<file path="src/rtl/uart_rx_drain_ctrl.sv">
// Receiver FIFO drain sequencer: pops records in bursts, presents them as a valid/ready
// byte stream and raises the receive-data, character-timeout and line-status interrupts.
module uart_rx_drain_ctrl #(
  parameter int FIFO_COUNTER_W = 5,
  parameter int REC_WIDTH      = 11
) (
  input  logic                      clk,
  input  logic                      wb_rst_i,
  input  logic                      enable,
  input  logic [1:0]                trig_lvl,
  input  logic [FIFO_COUNTER_W-1:0] rf_count,
  input  logic [REC_WIDTH-1:0]      rf_data_out,
  input  logic                      rf_overrun,
  input  logic [9:0]                counter_t,
  input  logic                      rx_reset,
  input  logic                      lsr_clr,
  output logic                      rf_pop,
  output logic                      m_valid,
  input  logic                      m_ready,
  output logic [7:0]                m_data,
  output logic [2:0]                m_err,
  output logic                      rda_int,
  output logic                      ti_int,
  output logic                      ls_int,
  output logic [3:0]                err_flags
);

  typedef enum logic [1:0] {
    IDLE = 2'd0,
    LOAD = 2'd1,
    SEND = 2'd2
  } state_t;

  localparam logic [FIFO_COUNTER_W-1:0] CNT_ZERO = {FIFO_COUNTER_W{1'b0}};

  state_t                    state_q;
  logic [FIFO_COUNTER_W-1:0] burst_left_q;
  logic [FIFO_COUNTER_W-1:0] trig;
  logic                      rf_pop_q;
  logic                      m_valid_q;
  logic [7:0]                m_data_q;
  logic [2:0]                m_err_q;
  logic                      rda_int_q;
  logic                      ti_int_q;
  logic [3:0]                err_flags_q;
  logic [2:0]                load_err;

  always_comb begin
    case (trig_lvl)
      2'b00:   trig = FIFO_COUNTER_W'(1);
      2'b01:   trig = FIFO_COUNTER_W'(4);
      2'b10:   trig = FIFO_COUNTER_W'(8);
      2'b11:   trig = FIFO_COUNTER_W'(14);
      default: trig = FIFO_COUNTER_W'(1);
    endcase
  end

  // Error bits of a record popped this cycle; a record dropped by rx_reset does not count.
  always_comb begin
    if ((state_q == LOAD) && !rx_reset) begin
      load_err = rf_data_out[2:0];
    end else begin
      load_err = 3'b000;
    end
  end

  always_ff @(posedge clk) begin
    if (wb_rst_i) begin
      state_q      <= IDLE;
      burst_left_q <= CNT_ZERO;
      rf_pop_q     <= 1'b0;
      m_valid_q    <= 1'b0;
      m_data_q     <= 8'h00;
      m_err_q      <= 3'b000;
      rda_int_q    <= 1'b0;
      ti_int_q     <= 1'b0;
      err_flags_q  <= 4'b0000;
    end else begin
      rda_int_q   <= (rf_count >= trig);
      ti_int_q    <= (counter_t == 10'd0) && (rf_count != CNT_ZERO) && (state_q == IDLE);
      // New error events win over a simultaneous LSR clear.
      err_flags_q <= (lsr_clr ? 4'b0000 : err_flags_q) | {rf_overrun, load_err};
      rf_pop_q    <= 1'b0;
      if (rx_reset) begin
        state_q      <= IDLE;
        m_valid_q    <= 1'b0;
        burst_left_q <= CNT_ZERO;
      end else begin
        case (state_q)
          IDLE: begin
            if (enable && (rf_count >= trig)) begin
              burst_left_q <= trig;
              rf_pop_q     <= 1'b1;
              state_q      <= LOAD;
            end else if (enable && (counter_t == 10'd0) && (rf_count != CNT_ZERO)) begin
              burst_left_q <= rf_count;
              rf_pop_q     <= 1'b1;
              state_q      <= LOAD;
            end else begin
              state_q <= IDLE;
            end
          end
          LOAD: begin
            m_data_q  <= rf_data_out[10:3];
            m_err_q   <= rf_data_out[2:0];
            m_valid_q <= 1'b1;
            if (burst_left_q != CNT_ZERO) begin
              burst_left_q <= burst_left_q - FIFO_COUNTER_W'(1);
            end else begin
              burst_left_q <= CNT_ZERO;
            end
            state_q <= SEND;
          end
          SEND: begin
            if (m_valid_q && m_ready) begin
              m_valid_q <= 1'b0;
              if ((burst_left_q != CNT_ZERO) && (rf_count != CNT_ZERO) && enable) begin
                rf_pop_q <= 1'b1;
                state_q  <= LOAD;
              end else begin
                state_q <= IDLE;
              end
            end else begin
              state_q <= SEND;
            end
          end
          default: begin
            state_q   <= IDLE;
            m_valid_q <= 1'b0;
          end
        endcase
      end
    end
  end

  assign rf_pop    = rf_pop_q;
  assign m_valid   = m_valid_q;
  assign m_data    = m_data_q;
  assign m_err     = m_err_q;
  assign rda_int   = rda_int_q;
  assign ti_int    = ti_int_q;
  assign err_flags = err_flags_q;
  assign ls_int    = |err_flags_q;

endmodule
</file>
<file path="config.mk">
export PLATFORM = sky130hd
export DESIGN_NAME = uart_rx_drain_ctrl
export DESIGN_NICKNAME = d
export VERILOG_FILES = /design/src/rtl/uart_rx_drain_ctrl.sv
export SDC_FILE = /design/constraint.sdc
export NUM_CORES = 1
export LEC_CHECK = 0
export ABC_AREA = 1
export ABC_CLOCK_PERIOD_IN_PS = 1720
export CAP_MARGIN = 10
export CELL_PAD_IN_SITES_DETAIL_PLACEMENT = 0
export CELL_PAD_IN_SITES_GLOBAL_PLACEMENT = 1
export CORE_MARGIN = 10
export CORE_UTILIZATION = 41
export CTS_CLUSTER_DIAMETER = 120
export DETAILED_ROUTE_END_ITERATION = 12
export DONT_BUFFER_PORTS = 1
export PLACE_DENSITY_LB_ADDON = 0.1
export SLEW_MARGIN = 40
export SYNTH_ARGS = -nofsm -noshare
export SYNTH_HDL_FRONTEND = slang
export SYNTH_SLANG_ARGS = --single-unit
</file>
<file path="constraint.sdc">
create_clock -name clk -period 1.72 [get_ports clk]
set_clock_uncertainty 0.1 [all_clocks]
set_input_delay 0.258 -clock clk [delete_from_list [all_inputs] [get_ports clk]]
set_output_delay 0.258 -clock clk [all_outputs]
set_load 0.1 [all_outputs]
</file>
# After elaboration in Yosys (flattened, before gate mapping)
# Index checks and enable logic that the tools add are counted.
totals:
  reg_bits: 26
  inputBits: 35
op_classes:
  eq_ne: 7
  order_cmp: 1
  n_addsub: 1
  bitwise_logic: 3
  mux: 19
  n_reduce_logical: 21
ops:
  columns: ["operator", "n"]
  rows:
  - ["case mux 5 bit (4 select lines)", 1]
  - ["2-to-1 mux 5 bit", 3]
  - ["logical NOT 10 bit", 1]
  - ["case mux 5 bit (2 select lines)", 1]
  - ["nonzero test 5 bit", 2]
  - ["logical AND 1 bit", 9]
  - ["2-to-1 mux 1 bit", 8]
  - ["== test 2 bit, second input constant", 3]
  - ["case mux 2 bit (3 select lines)", 1]
  - ["AND reduction 2 bit", 3]
  - [">= comparator 5 bit", 1]
  - ["subtractor 5 x 1 -> 5 bit, second input constant", 1]
  - ["== test 2 x 1 -> 1 bit, second input constant", 2]
  - ["logical NOT 2 bit", 2]
  - ["2-to-1 mux 4 bit", 1]
  - ["bitwise OR 4 bit", 1]
  - ["OR reduction 4 bit", 1]
  - ["2-to-1 mux 3 bit", 1]
  - ["!= test 3 x 1 -> 1 bit, second input constant", 1]
  - ["case mux 1 bit (3 select lines)", 1]
  - ["2-to-1 mux 2 bit", 1]
  - ["!= test 2 bit, second input constant", 1]
  - ["inverter 1 bit", 2]
  - ["case mux 1 bit (2 select lines)", 1]
  - ["other kinds (3)", 3]

# Logic depth before layout (Yosys ltp)
# Gate-level depths: netlist of run 1.
depth:
  ltp_word: 6
  mapped_depth: 12
  depth_no_buf: 12

# Worst setup path after synthesis of run 1
# OpenSTA, ideal clock, no wires.
synth_timing:
  kind: "register to output"
  start: "register err_flags_q[2] (netlist: err_flags[2])"
  end: "output port ls_int"
  slack_ns: -0.415
  arrival_time_ns: 1.777
  stages_incl_launch_ff: 2
  cell_sequence: "dfxtp_1 -> or4_1"
synth_via:
  elab_chain_cells: 1
synth_lines:
  columns: ["element", "line", "rtl"]
  rows:
  - ["start: declaration", "45", "logic [3:0] err_flags_q;"]
  - ["start signal: assignment", "82", "err_flags_q <= (lsr_clr ? 4'b0000 : err_flags_q) | {rf_overrun, load_err};"]
  - ["OR reduction 4 bit", "143", "assign ls_int = |err_flags_q;"]
  - ["end: declaration", "24", "output logic ls_int,"]
# Every way passes these cells.

# Final worst setup path of run 1
# Ends and elaborated chain as after synthesis.

==> results of run 1 <==
## area by class of cell
type / instances / share of cell area [%]
tap: 44 / 3.313
clock buffer: 4 / 2.184
sequential: 26 / 31.63
multi-input combinational: 137 / 41.19
timing repair buffer: 32 / 16.27
inverter: 24 / 5.422
## final timing paths
| path | end | slack [ns] |
|---|---|---|
| worst max-delay path | ls_int | -0.01 |
| worst min-delay path | err_flags[2] | 0.009 |
| worst max register to register | burst_left_q[0] | 0.18 |
| worst min register to register | ti_int | 0.35 |
## cells in the final DEF, fill, tap and decap left out, types with 2 or more instances in the layout
cell type	Yosys	final
nor2_2	2	2
nand2_2	3	3
dfxtp_2	0	4
clkbuf_4	0	3
nand3_1	18	18
nor2_1	23	23
a21oi_1	19	19
inv_1	20	18
xor2_1	2	2
inv_2	4	6
dlygate4sd3_1	0	12
nor2_4	2	2
nand2_1	52	52
buf_4	4	20
ha_1	5	4
dfxtp_1	26	22
o21ai_0	2	2
## stage by stage
stage               total power, mW  cells  instance area, um2  TNS (ns)
floorplan                    0.8772    192                1331         0
global placement             0.9118    251                1503         0
detailed placement           0.9148    251                1503         0
CTS                           1.253    267                1659  -0.02340
global route                  1.317    267                1662  -0.05275
finish                        1.239    267                1662  -0.01351
## layer usage
layer / vias to the layer above / share of wire, % / wire length (um) / global-route usage (%)
met4: 0 / 1.3 / 43 / 3.903
met1: 540 / 42 / 1402 / 12.71
met5: - / 0 / 0 / 0
met2: 31 / 49 / 1648 / 20.07
li1: 665 / - / - / -
met3: 4 / 7.8 / 261 / 4.196
## sequential cells by signal, indices dropped and copies added (netlist names)
| register | flops |
|---|---|
| state_q | 2 |
| burst_left_q | 5 |
| m_data | 8 |
| m_err | 3 |
| rda_int | 1 |
| rf_pop | 1 |
| m_valid | 1 |
| err_flags | 4 |
| ti_int | 1 |
## power by group through the flow
stage,registers (mW),logic (mW),clock network [mW]
after global routing,0.632,0.331,0.354
after detailed placement,0.642,0.273,0
after global placement,0.642,0.270,0
final,0.629,0.299,0.311
after floorplan,0.719,0.159,0
after CTS,0.629,0.301,0.323
## cell families (layout without fill, tap and decap cells)
kind of cell	count (synthesis)	count (layout)	synth area share, %
buf+inv	29	60	9.365
fa+ha+maj	5	5	4.730
flops	26	26	39.36
compound gates	22	22	9.177
simple gates	108	108	36.05
xor+xnor	2	2	1.325
## repair_timing
item	CTS	global route
endpoints found under the hold margin	17	0
resized for setup	0	3
pin swaps	0	2
gates cloned	0	0
hold buffers	12	0
setup endpoints to repair	1	4
==> metrics, run 1 <==
post-route ant nets 0; crit path from err_flags[2]; RSZ-0062 raised after global routing true; Remaining DRCs 0; Post-synth EDFFs 0; status complete, but fails checks; routed via count 1240; mean post-synth cell area 6.888 um2; H-tree levels 1; maximum VDD drop 236.9 uV; die area 5897 um2; Hold Vio Cnt, Final 0; Worst-Skew Late Latency 0.32 ns; Crit-path slowest cell or4_4; I/O Buffers 0; Critical Path RT 1.36 ns; CP top delay family simple AND/OR/NAND/NOR gates; area share of the largest cell type after synthesis 39.36%; post-CTS setup buffers 0; static leakage 0.7558 nW; buffer and inverter count on the worst path 0; Worst-path clk slew 0.14 ns; switching pwr 395.0 uW; Layout Utilization 53.98%; first-pass GRT wire length 5733 um; CP Class flip-flop to output port; layout cells sized above 1 19.73%; FF/Latch Area 525.5 um2; Power Density 745.7 nW/um2; GPL Wtd Cong 0.7993; Sink Count 26; flops & latches, synth 26; io pins 55; # rows 20; Total Routing Usage GR 11.58%; core region area 3078 um2; Worst Path Max Fanout 2; CTS Root Cell clkbuf_4; vias in the first global route 1205; hold path startpoint rf_data_out[2]; Final Net Count 264; critical path launch point type flip-flop; Initial Util 42.97%; Critical Path Sink Type output port; violated checks negative setup slack; CTS Buf Count 3; Synth Instances 192; CP cell instances or4_4; Hold/Removal Path Class input pin to flip-flop; DRT iter0 DRCs 63; Die Wd 76.80 um; initial antenna violation count 0; clock share of power 25.1%; ant diodes 0; CP max stage delay 0.71 ns; Commonest cells post-synth nand2_1 (52), dfxtp_1 (26), nor2_1 (23); Syn Nets 232; synthesized area 1323 um2; maxcap violations 0; sequential share of power 50.8%; switching part of the total 31.88%; Synth area leaders dfxtp_1 (39%), nand2_1 (15%), a21oi_1 (7.2%), nand3_1 (6.8%), nor2_1 (6.5%); Final WS setup -0.01351 ns; count leader, synth nand2_1; asr flop ratio synth 0%; pin count of the biggest net entering global routing 18; fmax 576.9 MHz; yosys warns 0; Max-slew headroom 61.94%; Post-DP HPWL 2680 um; most used flip-flop cell after synthesis dfxtp_1; number of vias per cell 4.644; Setup violations, final 1; Die Y 76.80 um; CTS max path bufs 2; post-synth cell types 24; FF-to-FF path depth 12; CTS tree built; multi-input combinational cell area 684.4 um2; Worst-Margin Slew 0.5690 ns; area growth from synthesis to layout 25.64%; Tmin final 1.734 ns; RR Startpoint burst_left_q[0]; WHS 0.009154 ns; number of fill cells 328; register area share after synthesis 39.36%; Max Slew Vio Count 0; post-DR wirelength/cell 12.57 um; Routed WL 3355 um; Int Pwr 844.0 uW; combinational power share 24.1%; total grt overflow 0; WP depth 1; period utilization 100.8%; Synth area leader dfxtp_1; Setup WS pre-CTS 0.1033 ns; Hold Crit Depth 2; crit path DAT 1.38 ns; Detailed Routing Iterations Pass 1 4
(Power assumes the default switching activity.)
==> inputs of run 2 (changes only) <==
--- a/config.mk
+++ b/config.mk
@@ -5,18 +5,19 @@
 export SDC_FILE = /design/constraint.sdc
 export NUM_CORES = 1
 export LEC_CHECK = 0
-export ABC_AREA = 1
+export ABC_AREA = 0
 export ABC_CLOCK_PERIOD_IN_PS = 1720
 export CAP_MARGIN = 10
 export CELL_PAD_IN_SITES_DETAIL_PLACEMENT = 0
 export CELL_PAD_IN_SITES_GLOBAL_PLACEMENT = 1
+export CORE_ASPECT_RATIO = 0.75
 export CORE_MARGIN = 10
-export CORE_UTILIZATION = 41
+export CORE_UTILIZATION = 43
 export CTS_CLUSTER_DIAMETER = 120
 export DETAILED_ROUTE_END_ITERATION = 12
 export DONT_BUFFER_PORTS = 1
 export PLACE_DENSITY_LB_ADDON = 0.1
-export SLEW_MARGIN = 40
+export SLEW_MARGIN = 5
 export SYNTH_ARGS = -nofsm -noshare
 export SYNTH_HDL_FRONTEND = slang
 export SYNTH_SLANG_ARGS = --single-unit
==> run 2 against run 1 <==
Effect of this change: the run now ends clean; critical path depth is the same; non-clock buffer count shrank 3; cell count shrank 18%; clock power grew 61%; synthesized cell count shrank 19%; routed wire length grew 5.9%; count of clock-buffer cells in the layout shrank 1; core utilization grew 6.8 points.
==> metrics, run 2 <==
synthesized area 1266 um2; CTS max path bufs 2; register area share after synthesis 41.11%; period utilization 97.20%; Max-slew headroom 54.12%; Crit-path slowest cell or4_4; I/O Buffers 0; core region area 2703 um2; routed via count 1204; most used flip-flop cell after synthesis dfxtp_1; Setup violations, final 0; switching pwr 388.7 uW; io pins 55; Sink Count 26; Die Y 67.00 um; crit path DAT 1.31 ns; number of vias per cell 5.523; Worst-Skew Late Latency 0.27 ns; Detailed Routing Iterations Pass 1 4; CP top delay family simple AND/OR/NAND/NOR gates; Syn Nets 195; Worst-path clk slew 0.09 ns; most common cell after layout, fill and taps aside nand2_1; GPL Wtd Cong 0.8435; Worst Path Max Fanout 2; DR top layer met4; Synth area leaders dfxtp_1 (41%), nand2_1 (9.5%), a21oi_1 (7.1%), ha_1 (4.9%), nor2_1 (3.6%); fmax 598.1 MHz; Remaining DRCs 0; Commonest cells post-synth nand2_1 (32), dfxtp_1 (26), a21oi_1 (18); Hold/Removal Path Class input pin to flip-flop; flops & latches, synth 26; critical path launch point type flip-flop; combinational power share 20.3%; switching part of the total 27.38%; Initial Util 46.85%; WL met1 1497 um; vias in the first global route 1203; DRT iter0 DRCs 74; RSZ-0062 raised after global routing false; Hold Vio Cnt, Final 0; Critical Path RT 1.36 ns; Max Slew Vio Count 0; max reg flops 8; Die Wd 82.66 um; total grt overflow 0; Critical Path Sink Type output port; Final Net Count 223; Worst-Margin Slew 0.6859 ns; CTS Buf Count 3; static leakage 0.6699 nW; Tmin final 1.672 ns; flop-to-flop setup slack 0.16 ns; placed instance area 1518 um2; Inst Count DP 212; die area 5538 um2; Power Density 864.6 nW/um2; WL met2 1601 um; commonest cells after routing, fill and taps aside nand2_1 (32), buf_4 (27), dfxtp_1 (20); mean post-synth cell area 8.169 um2; CTS Root Cell clkbuf_8; post-DR wirelength/cell 16.29 um; layout cells sized above 1 29.67%; fin area 1642 um2; CTS tree built; area growth from synthesis to layout 29.64%; status complete, no violations; asr flop ratio synth 0%; Synth area leader dfxtp_1; maximum VDD drop 568.1 uV; clock share of power 35.2%; buffer and inverter count on the worst path 0; first-pass GRT wire length 5658 um; Post-synth EDFFs 0; # rows 16; post-synth cell types 36; H-tree levels 1; Setup TNS 0 ns; maxcap violations 0; ant diodes 0; Routed WL 3552 um; total power 1.419 mW; yosys warns 0; CP cell instances or4_4; fin cells 218; post-CTS setup buffers 0; initial antenna violation count 0; Post-DP HPWL 2881 um; post-route ant nets 0; CP max stage delay 0.71 ns; Int Pwr 1.031 mW; sequential share of power 44.5%; Total Routing Usage GR 12.67%; Synth Instances 155; CP Class flip-flop to output port; area share of the largest cell type after synthesis 41.11%; met3 WL 442 um; count leader, synth nand2_1; pin count of the biggest net entering global routing 20
-- run 2: cell count changes after synthesis, sizes merged, moves of 3 or more --
cell	previous run	this run
nand2	55	32
inv	24	8
nand3	18	4
nor2	27	14
a31oi	0	5
o21ai	2	7
clkbuf	1	5
nor4	1	5
buf	4	1
nand2b	0	3
o22ai	0	3
-- run 2: through the flow --
step	utilization [%]	setup slack, ns	hold slack (ns)
4_1_cts	59.54	0.01044	0.01253
3_5_place_dp	56.16	-0.1153	0.2259
3_3_place_gp	56.16	-0.09182	0.2231
5_1_grt	60.74	0.01536	0.01929
6_report	60.74	0.04811	0.01702
2_1_floorplan	-	-0.02794	0.2367
-- run 2: logic make-up after synthesis --
family | after synthesis | share of synthesized area [%]
mux | 1 | 0.8893
fa+ha+maj | 5 | 4.941
buf+inv | 14 | 4.249
flops | 26 | 41.11
simple gates | 68 | 29.05
compound gates | 40 | 19.07
xor+xnor | 1 | 0.6918
-- run 2: final timing paths --
path	cells after the start	endpoint	start
worst max-delay path	1	ls_int	err_flags[3]
worst min-delay path	2	m_data[7]	rf_data_out[10]
worst max register to register	8	burst_left_q[1]	burst_left_q[0]
worst min register to register	2	burst_left_q[4]	burst_left_q[4]
-- run 2: area by class of cell --
type | count | area (um2)
clock inverter | 1 | 30.03
inverter | 8 | 30.03
fill | 257 | 1061
sequential | 26 | 528.0
tap | 36 | 45.04
clock buffer | 3 | 41.29
timing repair buffer | 29 | 222.7
multi-input combinational | 115 | 744.5
-- run 2: metal layers --
metal,track usage (%),up-vias
met5,0,-
li1,-,600
met3,6.702,3
met1,15.37,552
met2,19.90,49
met4,1.458,0
-- run 2: repair_timing --
action / in CTS / in global routing
setup endpoints to repair: 0 / 19
hold buffers: 2 / 0
hold endpoints to repair: 19 / 0
resized for setup: 0 / 7
-- run 2: power by group through the flow --
stage               sequential [mW]  clock, mW  combinational, mW
floorplan                     0.720          0              0.132
global placement              0.643          0              0.258
detailed placement            0.644          0              0.263
CTS                           0.630      0.510              0.275
global route                  0.634      0.539              0.310
finish                        0.631      0.500              0.288
==> inputs of run 3 (changes only) <==
--- a/config.mk
+++ b/config.mk
@@ -17,7 +17,9 @@
 export DETAILED_ROUTE_END_ITERATION = 12
 export DONT_BUFFER_PORTS = 1
 export PLACE_DENSITY_LB_ADDON = 0.1
+export SETUP_SLACK_MARGIN = 0.5
 export SLEW_MARGIN = 5
 export SYNTH_ARGS = -nofsm -noshare
 export SYNTH_HDL_FRONTEND = slang
 export SYNTH_SLANG_ARGS = --single-unit
+export TNS_END_PERCENT = 100
==> run 3 against run 2 <==
Effect of this change: critical path type unchanged; clock power up 2%; cell count down 0.46%; count of clock-buffer cells in the layout unchanged; critical path depth unchanged.
==> metrics, run 3 (same netlist as run 2, synthesis figures left out) <==
GPL Wtd Cong 0.7892; Initial Util 46.85%; Post-DP HPWL 2981 um; I/O Buffers 0; fin cells 217; core region area 2703 um2; maxcap violations 0; Total Routing Usage GR 14.91%; Hold Vio Cnt, Final 0; static leakage 0.7105 nW; CTS Root Cell clkbuf_8; Power Density 752.5 nW/um2; CP cell instances or4_4; vias in the first global route 1294; pin count of the biggest net entering global routing 20; Setup WS pre-CTS -0.09520 ns; CP max stage delay 0.71 ns; Final Net Count 222; ant diodes 0; Critical Path RT 1.36 ns; critical path launch point type flip-flop; Detailed Routing Iterations Pass 1 4; number of vias per cell 5.885; routed via count 1277; layout cells sized above 1 62.98%; Final WS setup 0.04258 ns; CP top delay family simple AND/OR/NAND/NOR gates; Worst-Margin Slew 0.9870 ns; Worst Path Max Fanout 2; post-DR wirelength/cell 19.80 um; die area 5538 um2; CP Class flip-flop to output port; fmax 596.2 MHz; maximum VDD drop 589.2 uV; total power 1.477 mW; post-route ant nets 0; buffer and inverter count on the worst path 0; CTS max path bufs 2; Max-slew headroom 34.20%; commonest cells after routing, fill and taps aside dfxtp_4 (17), nand2_1 (16), buf_4 (16); period utilization 97.52%; first-pass GRT wire length 6465 um; initial antenna violation count 0; Worst-path clk slew 0.10 ns; RSZ-0062 raised after global routing true; CTS tree built; Remaining DRCs 0; Crit-path slowest cell or4_4; Die Y 67.00 um; Sink Count 26; Tmin final 1.677 ns; # rows 16; DRT iter0 DRCs 92; status complete, no violations; Worst-Skew Late Latency 0.27 ns; io pins 55; Critical Path Sink Type output port; Setup violations, final 0; Routed WL 4297 um; WHS 0.01165 ns; H-tree levels 1; most common cell after layout, fill and taps aside dfxtp_4; Max Slew Vio Count 0; Inst Count DP 197; max reg flops 8; crit path DAT 1.32 ns; Hold/Removal Path Class input pin to flip-flop; CTS Buf Count 3; total grt overflow 0; Die Wd 82.66 um; area growth from synthesis to layout 55.04%
run 3: changes by cell type in the layout (fill, tap and decap cells not counted), moves of 14 or more:
cell / before / now
nand2_1: 32 / 16
nand2_2: 0 / 15
a21oi_1: 18 / 4
a21oi_2: 1 / 15
dfxtp_1: 20 / 3
dfxtp_4: 0 / 17
run 3: power by group:
group          internal, mW  switching (mW)  total [mW]  leakage (nW)
Combinational         0.135           0.157       0.292         0.448
Sequential            0.601          0.0740       0.675         0.227
Clock                 0.312           0.199       0.511        0.0357
Total                  1.05           0.430        1.48         0.710
run 3: area by class of cell:
type | instances | area, um2
fillers | 188 | 739.5
repair buffers | 25 | 245.2
flip-flops and latches | 26 | 591.8
multi-input cells | 118 | 972.2
clock buffers | 3 | 41.29
inverters | 8 | 37.54
clock inverters | 1 | 30.03
well taps | 36 | 45.04
run 3: worst paths after layout:
path / startpoint / to / cells after the start / slack [ns]
max reg2reg: burst_left_q[0] / rf_pop / 8 / 0.22
min: rf_overrun / err_flags[3] / 2 / 0.01
max: err_flags[0] / ls_int / 1 / 0.04
min reg2reg: state_q[0] / ti_int / 1 / 0.42
run 3: metrics by stage:
stage	setup TNS [ns]	util [%]	instance area (um2)
floorplan	0	-	1404
global placement	-0.01367	54.72	1479
detailed placement	-0.2954	54.72	1479
CTS	0	66.48	1797
global route	0	72.64	1963
finish	0	72.64	1963
run 3: timing repair:
item / in CTS / in global routing
gates cloned: 2 / 1
resized for setup: 43 / 42
buffers inserted: 8 / 3
pin swaps: 11 / 16
hold endpoints to repair: 19 / 0
hold buffers: 2 / 0
endpoints found under the setup margin: 41 / 29
run 3: layer usage:
layer / vias to the layer above / GRT usage (%) / share of wire [%]
li1: 612 / - / -
met3: 4 / 6.836 / 9.8
met1: 614 / 17.70 / 43
met2: 47 / 24.04 / 47
met4: 0 / 3.125 / 0.54
met5: - / 0 / 0
